### src/rtl/shift_feed_if.sv
// Parallel-in handshake and serial-out bundle for shift_feed.
// slave = serializer side, master = producer/observer side.
interface shift_feed_if #(
    parameter int WIDTH = 8,
    parameter int DEPTH = 4
);
    logic [WIDTH-1:0]           din;
    logic                       din_valid;
    logic                       din_ready;
    logic                       data;
    logic                       bit_valid;
    logic                       word_start;
    logic                       busy;
    logic [$clog2(DEPTH+1)-1:0] fifo_count;

    modport slave (
        input  din, din_valid,
        output din_ready, data, bit_valid, word_start, busy, fifo_count
    );

    modport master (
        output din, din_valid,
        input  din_ready, data, bit_valid, word_start, busy, fifo_count
    );
endinterface

### src/rtl/shift_feed.sv
// FIFO-fed parallel-to-serial feeder producing a gapless bit stream
// with frame markers for a downstream every-cycle shifter.
module shift_feed #(
    parameter int WIDTH     = 8,
    parameter int DEPTH     = 4,
    parameter int LSB_FIRST = 1,
    parameter bit IDLE_BIT  = 1'b0
) (
    input logic         clk,
    input logic         clr,
    shift_feed_if.slave bus
);
    localparam int CW = $clog2(DEPTH + 1);
    localparam int PW = $clog2(DEPTH);
    localparam int NW = $clog2(WIDTH + 1);

    typedef enum logic {S_IDLE, S_SHIFT} state_t;

    state_t           r_state, w_state_nx;
    logic [WIDTH-1:0] r_mem [DEPTH];
    logic [PW-1:0]    r_wptr, r_rptr;
    logic [CW-1:0]    r_count;
    logic [WIDTH-1:0] r_sr, w_sr_nx, w_head;
    logic [NW-1:0]    r_cnt, w_cnt_nx;
    logic             r_data, w_data_nx;
    logic             r_bv, w_bv_nx;
    logic             r_ws, w_ws_nx;
    logic             w_push, w_pop, w_load;

    function automatic logic f_first(input logic [WIDTH-1:0] v);
        if (LSB_FIRST != 0) return v[0];
        else                return v[WIDTH-1];
    endfunction

    function automatic logic [WIDTH-1:0] f_shift(input logic [WIDTH-1:0] v);
        if (LSB_FIRST != 0) return v >> 1;
        else                return v << 1;
    endfunction

    assign w_head        = r_mem[r_rptr];
    assign bus.din_ready = (r_count < CW'(DEPTH));
    assign w_push        = bus.din_valid && bus.din_ready;

    always_comb begin
        w_state_nx = r_state;
        w_sr_nx    = r_sr;
        w_cnt_nx   = r_cnt;
        w_data_nx  = IDLE_BIT;
        w_bv_nx    = 1'b0;
        w_ws_nx    = 1'b0;
        w_pop      = 1'b0;
        w_load     = 1'b0;
        unique case (r_state)
            S_IDLE: w_load = (r_count != '0);
            S_SHIFT: begin
                if (r_cnt < NW'(WIDTH)) begin
                    w_data_nx = f_first(r_sr);
                    w_sr_nx   = f_shift(r_sr);
                    w_cnt_nx  = r_cnt + NW'(1);
                    w_bv_nx   = 1'b1;
                end else if (r_count != '0) begin
                    w_load = 1'b1;
                end else begin
                    w_state_nx = S_IDLE;
                end
            end
        endcase
        // Loading emits the first bit on the same edge, so there is no gap.
        if (w_load) begin
            w_pop      = 1'b1;
            w_data_nx  = f_first(w_head);
            w_sr_nx    = f_shift(w_head);
            w_cnt_nx   = NW'(1);
            w_bv_nx    = 1'b1;
            w_ws_nx    = 1'b1;
            w_state_nx = S_SHIFT;
        end
    end

    always_ff @(posedge clk or posedge clr) begin
        if (clr) begin
            r_state <= S_IDLE;
            r_sr    <= '0;
            r_cnt   <= '0;
            r_data  <= IDLE_BIT;
            r_bv    <= 1'b0;
            r_ws    <= 1'b0;
        end else begin
            r_state <= w_state_nx;
            r_sr    <= w_sr_nx;
            r_cnt   <= w_cnt_nx;
            r_data  <= w_data_nx;
            r_bv    <= w_bv_nx;
            r_ws    <= w_ws_nx;
        end
    end

    always_ff @(posedge clk or posedge clr) begin
        if (clr) begin
            r_wptr  <= '0;
            r_rptr  <= '0;
            r_count <= '0;
        end else begin
            if (w_push) r_wptr <= r_wptr + PW'(1);
            if (w_pop)  r_rptr <= r_rptr + PW'(1);
            unique case ({w_push, w_pop})
                2'b10:   r_count <= r_count + CW'(1);
                2'b01:   r_count <= r_count - CW'(1);
                default: r_count <= r_count;
            endcase
        end
    end

    always_ff @(posedge clk) begin
        if (w_push) r_mem[r_wptr] <= bus.din;
    end

    assign bus.data       = r_data;
    assign bus.bit_valid  = r_bv;
    assign bus.word_start = r_ws;
    assign bus.busy       = (r_state == S_SHIFT);
    assign bus.fifo_count = r_count;
endmodule

### src/flat_wrapper.sv
// flat-port wrapper written by rule: the top's interface ports become plain ports
module shift_feed_flat 
#(
    parameter int WIDTH     = 8,
    parameter int DEPTH     = 4,
    parameter int LSB_FIRST = 1,
    parameter bit IDLE_BIT  = 1'b0
)
  (clk, clr, bus_din, bus_din_valid, bus_din_ready, bus_data, bus_bit_valid, bus_word_start, bus_busy, bus_fifo_count);
  shift_feed_if #(.WIDTH(WIDTH), .DEPTH(DEPTH)) bus_i ();
  input logic clk;
  input logic clr;
  input wire logic [$bits(bus_i.din)-1:0] bus_din;
  input wire logic [$bits(bus_i.din_valid)-1:0] bus_din_valid;
  output wire logic [$bits(bus_i.din_ready)-1:0] bus_din_ready;
  output wire logic [$bits(bus_i.data)-1:0] bus_data;
  output wire logic [$bits(bus_i.bit_valid)-1:0] bus_bit_valid;
  output wire logic [$bits(bus_i.word_start)-1:0] bus_word_start;
  output wire logic [$bits(bus_i.busy)-1:0] bus_busy;
  output wire logic [$bits(bus_i.fifo_count)-1:0] bus_fifo_count;
  assign bus_i.din = bus_din;
  assign bus_i.din_valid = bus_din_valid;
  assign bus_din_ready = bus_i.din_ready;
  assign bus_data = bus_i.data;
  assign bus_bit_valid = bus_i.bit_valid;
  assign bus_word_start = bus_i.word_start;
  assign bus_busy = bus_i.busy;
  assign bus_fifo_count = bus_i.fifo_count;
  shift_feed #(.WIDTH(WIDTH), .DEPTH(DEPTH), .LSB_FIRST(LSB_FIRST), .IDLE_BIT(IDLE_BIT)) u_core (.clk(clk), .clr(clr), .bus(bus_i));
endmodule
### config.mk
export PLATFORM = sky130hd
export DESIGN_NAME = shift_feed_flat
export DESIGN_NICKNAME = d
export VERILOG_FILES = /design/src/rtl/shift_feed_if.sv /design/src/rtl/shift_feed.sv /design/src/flat_wrapper.sv
export SDC_FILE = /design/constraint.sdc
export NUM_CORES = 1
export LEC_CHECK = 0
export BUFFER_PORTS_ARGS = -buffer_cell sky130_fd_sc_hd__buf_2
export CAP_MARGIN = 25
export CORE_MARGIN = 3
export CORE_UTILIZATION = 50
export CTS_CLUSTER_SIZE = 25
export DETAILED_ROUTE_END_ITERATION = 16
export HOLD_SLACK_MARGIN = 0.1
export PLACE_DENSITY = 0.67
export SLEW_MARGIN = 10
export SYNTH_ARGS = -nofsm -noshare
export SYNTH_HDL_FRONTEND = slang
export SYNTH_SLANG_ARGS = --single-unit
### constraint.sdc
create_clock -name clk -period 2.4 [get_ports clk]
set_input_delay 0.48 -clock clk [delete_from_list [all_inputs] [get_ports clk]]
set_output_delay 0.48 -clock clk [all_outputs]
set_load 0.005 [all_outputs]
==> run summary, run 1 <==
status: finished, final reports clean
Overflow after GRT: 0
Cell Rows: 23
nets: 168
Hold/Removal Path Class: in2async
Max IR drop VDD: 0.568 mV
area leader, netlist: edfxtp_1
DRC viols: 0
actual slew at the worst max-slew pin: 835 ps
Fin Setup TNS: 0 ps
Pre-antenna DRT Iters: 4
detailed-route via count: 1074
synthesized instance count: 127
hold_buf cts: 0
post-route non-filler standard cell count: 201
initial antenna violation count: 0
Syn Nets: 145
CTS sink count: 54
setup violation total in the final timing report: 0
Layout area overhead: 12.0%
Tot GR Track Use: 14.7%
CP Data Arrival Time: 2080 ps
# resized after CTS: 0
clk_skew: 7.26 ps
Clock Latency Late Sink: 300 ps
Ports: 19
DR iter-0 viols: 68
synth cell count leaders: 32 x edfxtp_1, 22 x dfrtp_1, 11 x inv_1, 10 x and2_1, 7 x mux4_2
Routed wire per std cell: 16.5 um
final period utilization: 77.3%
critical path's largest stage delay: 400 ps
# fillers: 319
CTS H-tree lvls: 2
placed cell count: 193
register bit total from synthesis: 54
Clock Tree Root: clkbuf_8
Min Hold Slack: 324 ps
ys flop type: edfxtp_1
CP Data Required Time: 2630 ps
R2R Setup Slk: 550 ps
critical-path cell list: nor2b_1 > nor2_1 > ha_1 > inv_1 > fa_1 > xor2_1 > nor2_1 > xnor2_1
Critical Path End Type: flop
worst setup path category: reg2reg
Max Buffers Root-to-Sink: 2
CP max FO: 3
Startpoint Class: flop
Synth cell types: 25
pwr dens: 1180 nW/um2
crit path max-delay cell type: dfrtp_1
Synth area leaders: edfxtp_1 44%, dfrtp_1 25%, mux4_2 7.3%, ha_1 3.5%, and2_1 2.9%
Syn Area/Cell: 17.1 um2
TritonCTS buffer count: 5
asr flop ratio synth: 40.7%
largest net degree at the start of global routing: 23
antenna fix cells: 0
min Tclk post-route: 1850 ps
Reg-to-Reg End: u_core.bus.fifo_count[2]$_DFFE_PP0P_
RR Startpoint: u_core.bus.busy$_DFF_PP0_
Max-Cap Viols: 0
area share of the largest cell type after synthesis: 44.3%
area occupied by multi-input gates: 584 um2
vias per cell: 5.34
path depth of the worst reg2reg path: 8
Post-synth EDFFs: 32
hpwl dp: 2280 um
post-layout util: 59.5%
Yosys Warn Count: 0
Die Span Y: 71.9 um
number of global-route vias before repair: 1135
Final Wtd Congestion: 0.749
max-slew violation count: 0
Most common cell on crit path: nor2_1
Starting Density: 53.1%
IO buf count: 18
layout cells sized above 1: 24.5%
top-count cell post-synth: edfxtp_1
Final Cell Area: 2430 um2
Die Wd: 71.9 um
register area: 1510 um2
WL final: 3310 um
Slew headroom: 44.3%
dpl cell area: 2320 um2
CTS tree: yes
Die Footprint: 5170 um2
Post-CTS Setup Inserts: 0
total core area: 4090 um2
FMAX: 0.539 GHz
Clock transition at path regs: 90 ps
register area share after synthesis: 69.7%
Post-DRT Antenna Nets: 0
Lkg Pwr: 0.959 nW
post-synthesis cell area: 2170 um2
RSZ-0062 raised after global routing: no
Final Hold Viols: 0
global-route wire length before repair: 5550 um
## how the worst max path moves through the flow
stage	from	endpoint	slack (ps)	cells past startpoint
after floorplan	u_core.bus.busy$_DFF_PP0_	u_core.bus.fifo_count[2]$_DFFE_PP0P_	490	9
final	u_core.bus.busy$_DFF_PP0_	u_core.bus.fifo_count[2]$_DFFE_PP0P_	550	8
after global placement	bus_din_valid	u_core.bus.fifo_count[2]$_DFFE_PP0P_	620	9
after global routing	u_core.bus.busy$_DFF_PP0_	u_core.bus.fifo_count[2]$_DFFE_PP0P_	390	8
after CTS	u_core.bus.busy$_DFF_PP0_	u_core.bus.fifo_count[2]$_DFFE_PP0P_	540	8
after detailed placement	bus_din_valid	u_core.bus.fifo_count[2]$_DFFE_PP0P_	540	9
## layout make-up
type	count	area share, %
multi-input combinational	56	24.0
tap	50	2.57
sequential	54	62.2
clock inverter	2	1.54
inverter	11	1.70
timing repair buffer	22	4.94
clock buffer	6	2.99
## cells in the final DEF, fill, tap and decap left out
cell        instances
mux2i_1             2
nor3_2              1
fa_1                1
nand2_1             1
ha_1                6
clkbuf_1            1
mux4_1              1
a221o_1             6
nand3b_1            1
nor3b_1             1
nor2_1              2
mux4_2              7
xnor2_1             3
buf_2              18
o21ai_0             3
nand4_1             1
edfxtp_1           32
dfrtp_1            22
clkbuf_8            5
inv_1              11
clkinvlp_4          1
xor2_1              3
buf_4               4
nor2b_1             3
bufinv_16           1
a22o_1              3
and2_1             10
o211ai_1            1
## kinds of logic after synthesis
logic type                 share of synthesized area [%]
and+or+nand+nor                                     5.71
muxes                                               9.40
xor gates and xnor gates                            2.42
adders and majority gates                           4.38
AOI/OAI and AO/OA                                   5.02
DFF                                                 69.7
buffers and inverters                               3.40
## state kept, by name (all words and copies together), names as in the netlist
name / count
u_core.bus.bit_valid: 1
u_core.bus.busy: 1
u_core.bus.data: 1
u_core.bus.fifo_count: 3
u_core.bus.word_start: 1
u_core.r_cnt: 4
u_core.r_mem: 32
u_core.r_rptr: 2
u_core.r_sr: 7
u_core.r_wptr: 2
## where the power goes
group	leakage (nW)	internal [mW]	switching [mW]
clock network	0.0514	0.311	0.287
logic	0.351	0.462	0.392
registers	0.556	1.23	0.188
total	0.959	2.01	0.866
## per-stage QoR
stage / total power, mW / setup WS, ps
final: 2.87 / 545
after detailed placement: 2.31 / 536
after global routing: 3.07 / 387
after CTS: 2.90 / 538
after global placement: 2.25 / 620
after floorplan: 2.06 / 489
## critical path, delay by kind of cell, from the launching register on
kind	cells	cell delay, ps
xor+xnor	2	300
simple gates	3	420
fa+ha+maj	2	590
buf+inv	1	60
flops	1	400
## metal layers
metal	wire, um	part of all wire (%)	up-vias	GRT usage [%]
li1	-	-	506	-
met2	1630	49	26	23.7
met4	57	1.7	0	5.64
met1	1490	45	536	19.1
met5	0	0	-	0
met3	137	4.1	6	4.21
Power figures use the tool's default switching activity.
==> run 2, diff against run 1 <==
--- a/config.mk
+++ b/config.mk
@@ -12,7 +12,7 @@
 export CTS_CLUSTER_SIZE = 25
 export DETAILED_ROUTE_END_ITERATION = 16
 export HOLD_SLACK_MARGIN = 0.1
-export PLACE_DENSITY = 0.67
+export PLACE_DENSITY = 0.69
 export SLEW_MARGIN = 10
 export SYNTH_ARGS = -nofsm -noshare
 export SYNTH_HDL_FRONTEND = slang
==> constraint.sdc (replaced) <==
create_clock -name clk -period 1.7 [get_ports clk]
set_input_delay 0.34 -clock clk [delete_from_list [all_inputs] [get_ports clk]]
set_output_delay 0.34 -clock clk [all_outputs]
set_load 0.005 [all_outputs]
==> run 2 against run 1 <==
Register-to-register slack worse by 470 ps. Non-clock buffer count up 7. Worst setup slack worse by 470 ps. Clock power up 37%. Die area unchanged. Critical endpoint unchanged. Sequential cell count unchanged. Sequential power up 39%. Via count up 6.6%. Sequential share of layout area down 2.4 points. Maximum frequency up 14%. Critical path depth unchanged. Global-route usage up 0.86 points.
==> run summary, run 2 (synthesized netlist as in run 1, its figures left out) <==
status: finished, final reports clean
Fin Setup TNS: 0 ps (unchanged)
global-route wire length before repair: 5940 um (+7.1%)
number of global-route vias before repair: 1216 (+7.1%)
RR Startpoint: u_core.bus.busy$_DFF_PP0_
Pre-antenna DRT Iters: 4 (unchanged)
Final Hold Viols: 0 (unchanged)
Post-DRT Antenna Nets: 0 (unchanged)
WL final: 3430 um (+3.7%)
max reg flops: 32 (unchanged)
cell depth of the worst min-delay path: 1
Min Hold Slack: 253 ps (-71.0 ps)
detailed-route via count: 1145 (+6.6%)
max layer used: met4
Starting Density: 53.1% (unchanged)
R2R Setup Slk: 80 ps (-470 ps)
Die Span Y: 71.9 um (unchanged)
Startpoint Class: flop
antenna fix cells: 0 (unchanged)
Most flops, register: u_core.r_mem
worst slack, placed: 24.0 ps (-512 ps)
Layout area overhead: 16.7%
RSZ-0062 raised after global routing: yes
# fillers: 342 (+7.2%)
Max Buffers Root-to-Sink: 2 (unchanged)
commonest non-fill, non-tap cell in the layout: edfxtp_1
CP Data Arrival Time: 1840 ps (-240 ps)
Routed wire per std cell: 16.5 um (+0.20%)
Clock transition at path regs: 90 ps (about the same)
CTS sink count: 54 (unchanged)
total core area: 4090 um2 (unchanged)
CTS H-tree lvls: 2 (unchanged)
top flop regs: u_core.r_mem (32), u_core.r_sr (7), u_core.r_cnt (4)
worst setup path category: reg2reg
Overflow after GRT: 0 (unchanged)
Clock Latency Late Sink: 300 ps (about the same)
hpwl dp: 2300 um (+0.80%)
max-slew violation count: 0 (unchanged)
wire length on met1: 1430 um (-4.0%)
DRC viols: 0 (unchanged)
Final Wtd Congestion: 0.808 (+7.9%)
Die Wd: 71.9 um (unchanged)
Hold/Removal Path Class: in2reg
DR iter-0 viols: 52 (-24%)
IO buf count: 18 (unchanged)
Final WS setup: 75.8 ps (-470 ps)
Critical Path End Type: flop
Tot GR Track Use: 15.6% (+0.86 points)
Pwr Total: 4.23 mW (+47%)
min Tclk post-route: 1620 ps (-230 ps)
post-layout util: 61.9% (+2.5 points)
leading cell types in the layout, fill and taps excluded: 32 x edfxtp_1, 21 x dfrtp_1, 18 x buf_2, 10 x inv_1, 10 x and2_1
initial antenna violation count: 0 (unchanged)
dpl cell area: 2390 um2 (+3.2%)
Slew headroom: 69.6% (+25 points)
worst hold endpoint: u_core.r_mem[3][5]$_DFFE_PP_
CP max FO: 3 (unchanged)
routed length on met2: 1730 um (+6.0%)
Lkg Pwr: 1.01 nW (+5.6%)
critical hold path startpoint: bus_din[5]
routed wl met3: 174 um (+27%)
Max-Cap Viols: 0 (unchanged)
Reg-to-Reg End: u_core.bus.fifo_count[2]$_DFFE_PP0P_
actual slew at the worst max-slew pin: 455 ps (-380 ps)
Cell Rows: 23 (unchanged)
Clock Tree Root: clkbuf_8
setup violation total in the final timing report: 0 (unchanged)
Max IR drop VDD: 0.829 mV (+46%)
largest net degree at the start of global routing: 23 (unchanged)
TritonCTS buffer count: 5 (unchanged)
FMAX: 0.616 GHz (+14%)
Ports: 19 (unchanged)
layout cells sized above 1: 30.4% (+5.9 points)
final period utilization: 95.5% (+18 points)
Die Footprint: 5170 um2 (unchanged)
post-route non-filler standard cell count: 208 (+3.5%)
placed cell count: 198 (+2.6%)
CP Data Required Time: 1920 ps (-710 ps)
path depth of the worst reg2reg path: 8 (unchanged)
vias per cell: 5.50 (+3.0%)
CTS tree: yes
pwr dens: 1670 nW/um2 (+41%)
nets: 175 (+4.2%)
Final Cell Area: 2530 um2 (+4.2%)
clk_skew: 5.31 ps (-1.95 ps)
[run 2: metal layers]
layer	vias up	GRT usage, %
met5	-	0
met4	0	7.52
met3	10	4.77
met2	30	23.7
met1	580	20.6
li1	525	-
[run 2: area by class of cell]
cell class	instances	area, um2	share of cell area [%]
well taps	50	62.6	2.47
multi-input cells	56	621	24.5
clock inverters	1	30.0	1.19
clock buffers	7	76.3	3.02
inverters	11	41.3	1.63
flip-flops and latches	54	1510	59.8
repair buffers	29	188	7.41
[run 2: worst max-delay path by stage]
stage | slack [ps] | end | cells past startpoint | start
floorplan | -20 | u_core.bus.fifo_count[2]$_DFFE_PP0P_ | 9 | u_core.bus.busy$_DFF_PP0_
detailed placement | 20 | u_core.bus.fifo_count[2]$_DFFE_PP0P_ | 8 | u_core.bus.busy$_DFF_PP0_
finish | 80 | u_core.bus.fifo_count[2]$_DFFE_PP0P_ | 8 | u_core.bus.busy$_DFF_PP0_
CTS | 20 | u_core.bus.fifo_count[2]$_DFFE_PP0P_ | 8 | u_core.bus.fifo_count[2]$_DFFE_PP0P_
global placement | 70 | u_core.bus.fifo_count[2]$_DFFE_PP0P_ | 9 | bus_din_valid
global route | -30 | u_core.bus.fifo_count[2]$_DFFE_PP0P_ | 8 | u_core.bus.busy$_DFF_PP0_
[run 2: power breakdown]
group          internal (mW)  leakage (nW)  switching [mW]  total (mW)
clock                  0.441        0.0524           0.378       0.818
combinational          0.792         0.404           0.651        1.44
sequential              1.75         0.555           0.227        1.97
total                   2.98          1.01            1.26        4.23
[run 2: timing repair]
| item | CTS | global route |
|---|---|---|
| resized for setup | 1 | 3 |
| setup endpoints to repair | 1 | 2 |
| endpoints found under the hold margin | 22 | 0 |
| hold buffers | 1 | 0 |
| pin swaps | 0 | 2 |
| buffers inserted | 0 | 1 |
[run 2: critical path, cell delays in order, from the launching register on]
cell,delay (ps)
dfrtp_1,400
nor2b_4,140
nor2_4,110
ha_4,150
inv_2,40
fa_2,320
xor2_1,140
nor2_1,110
xnor2_1,130
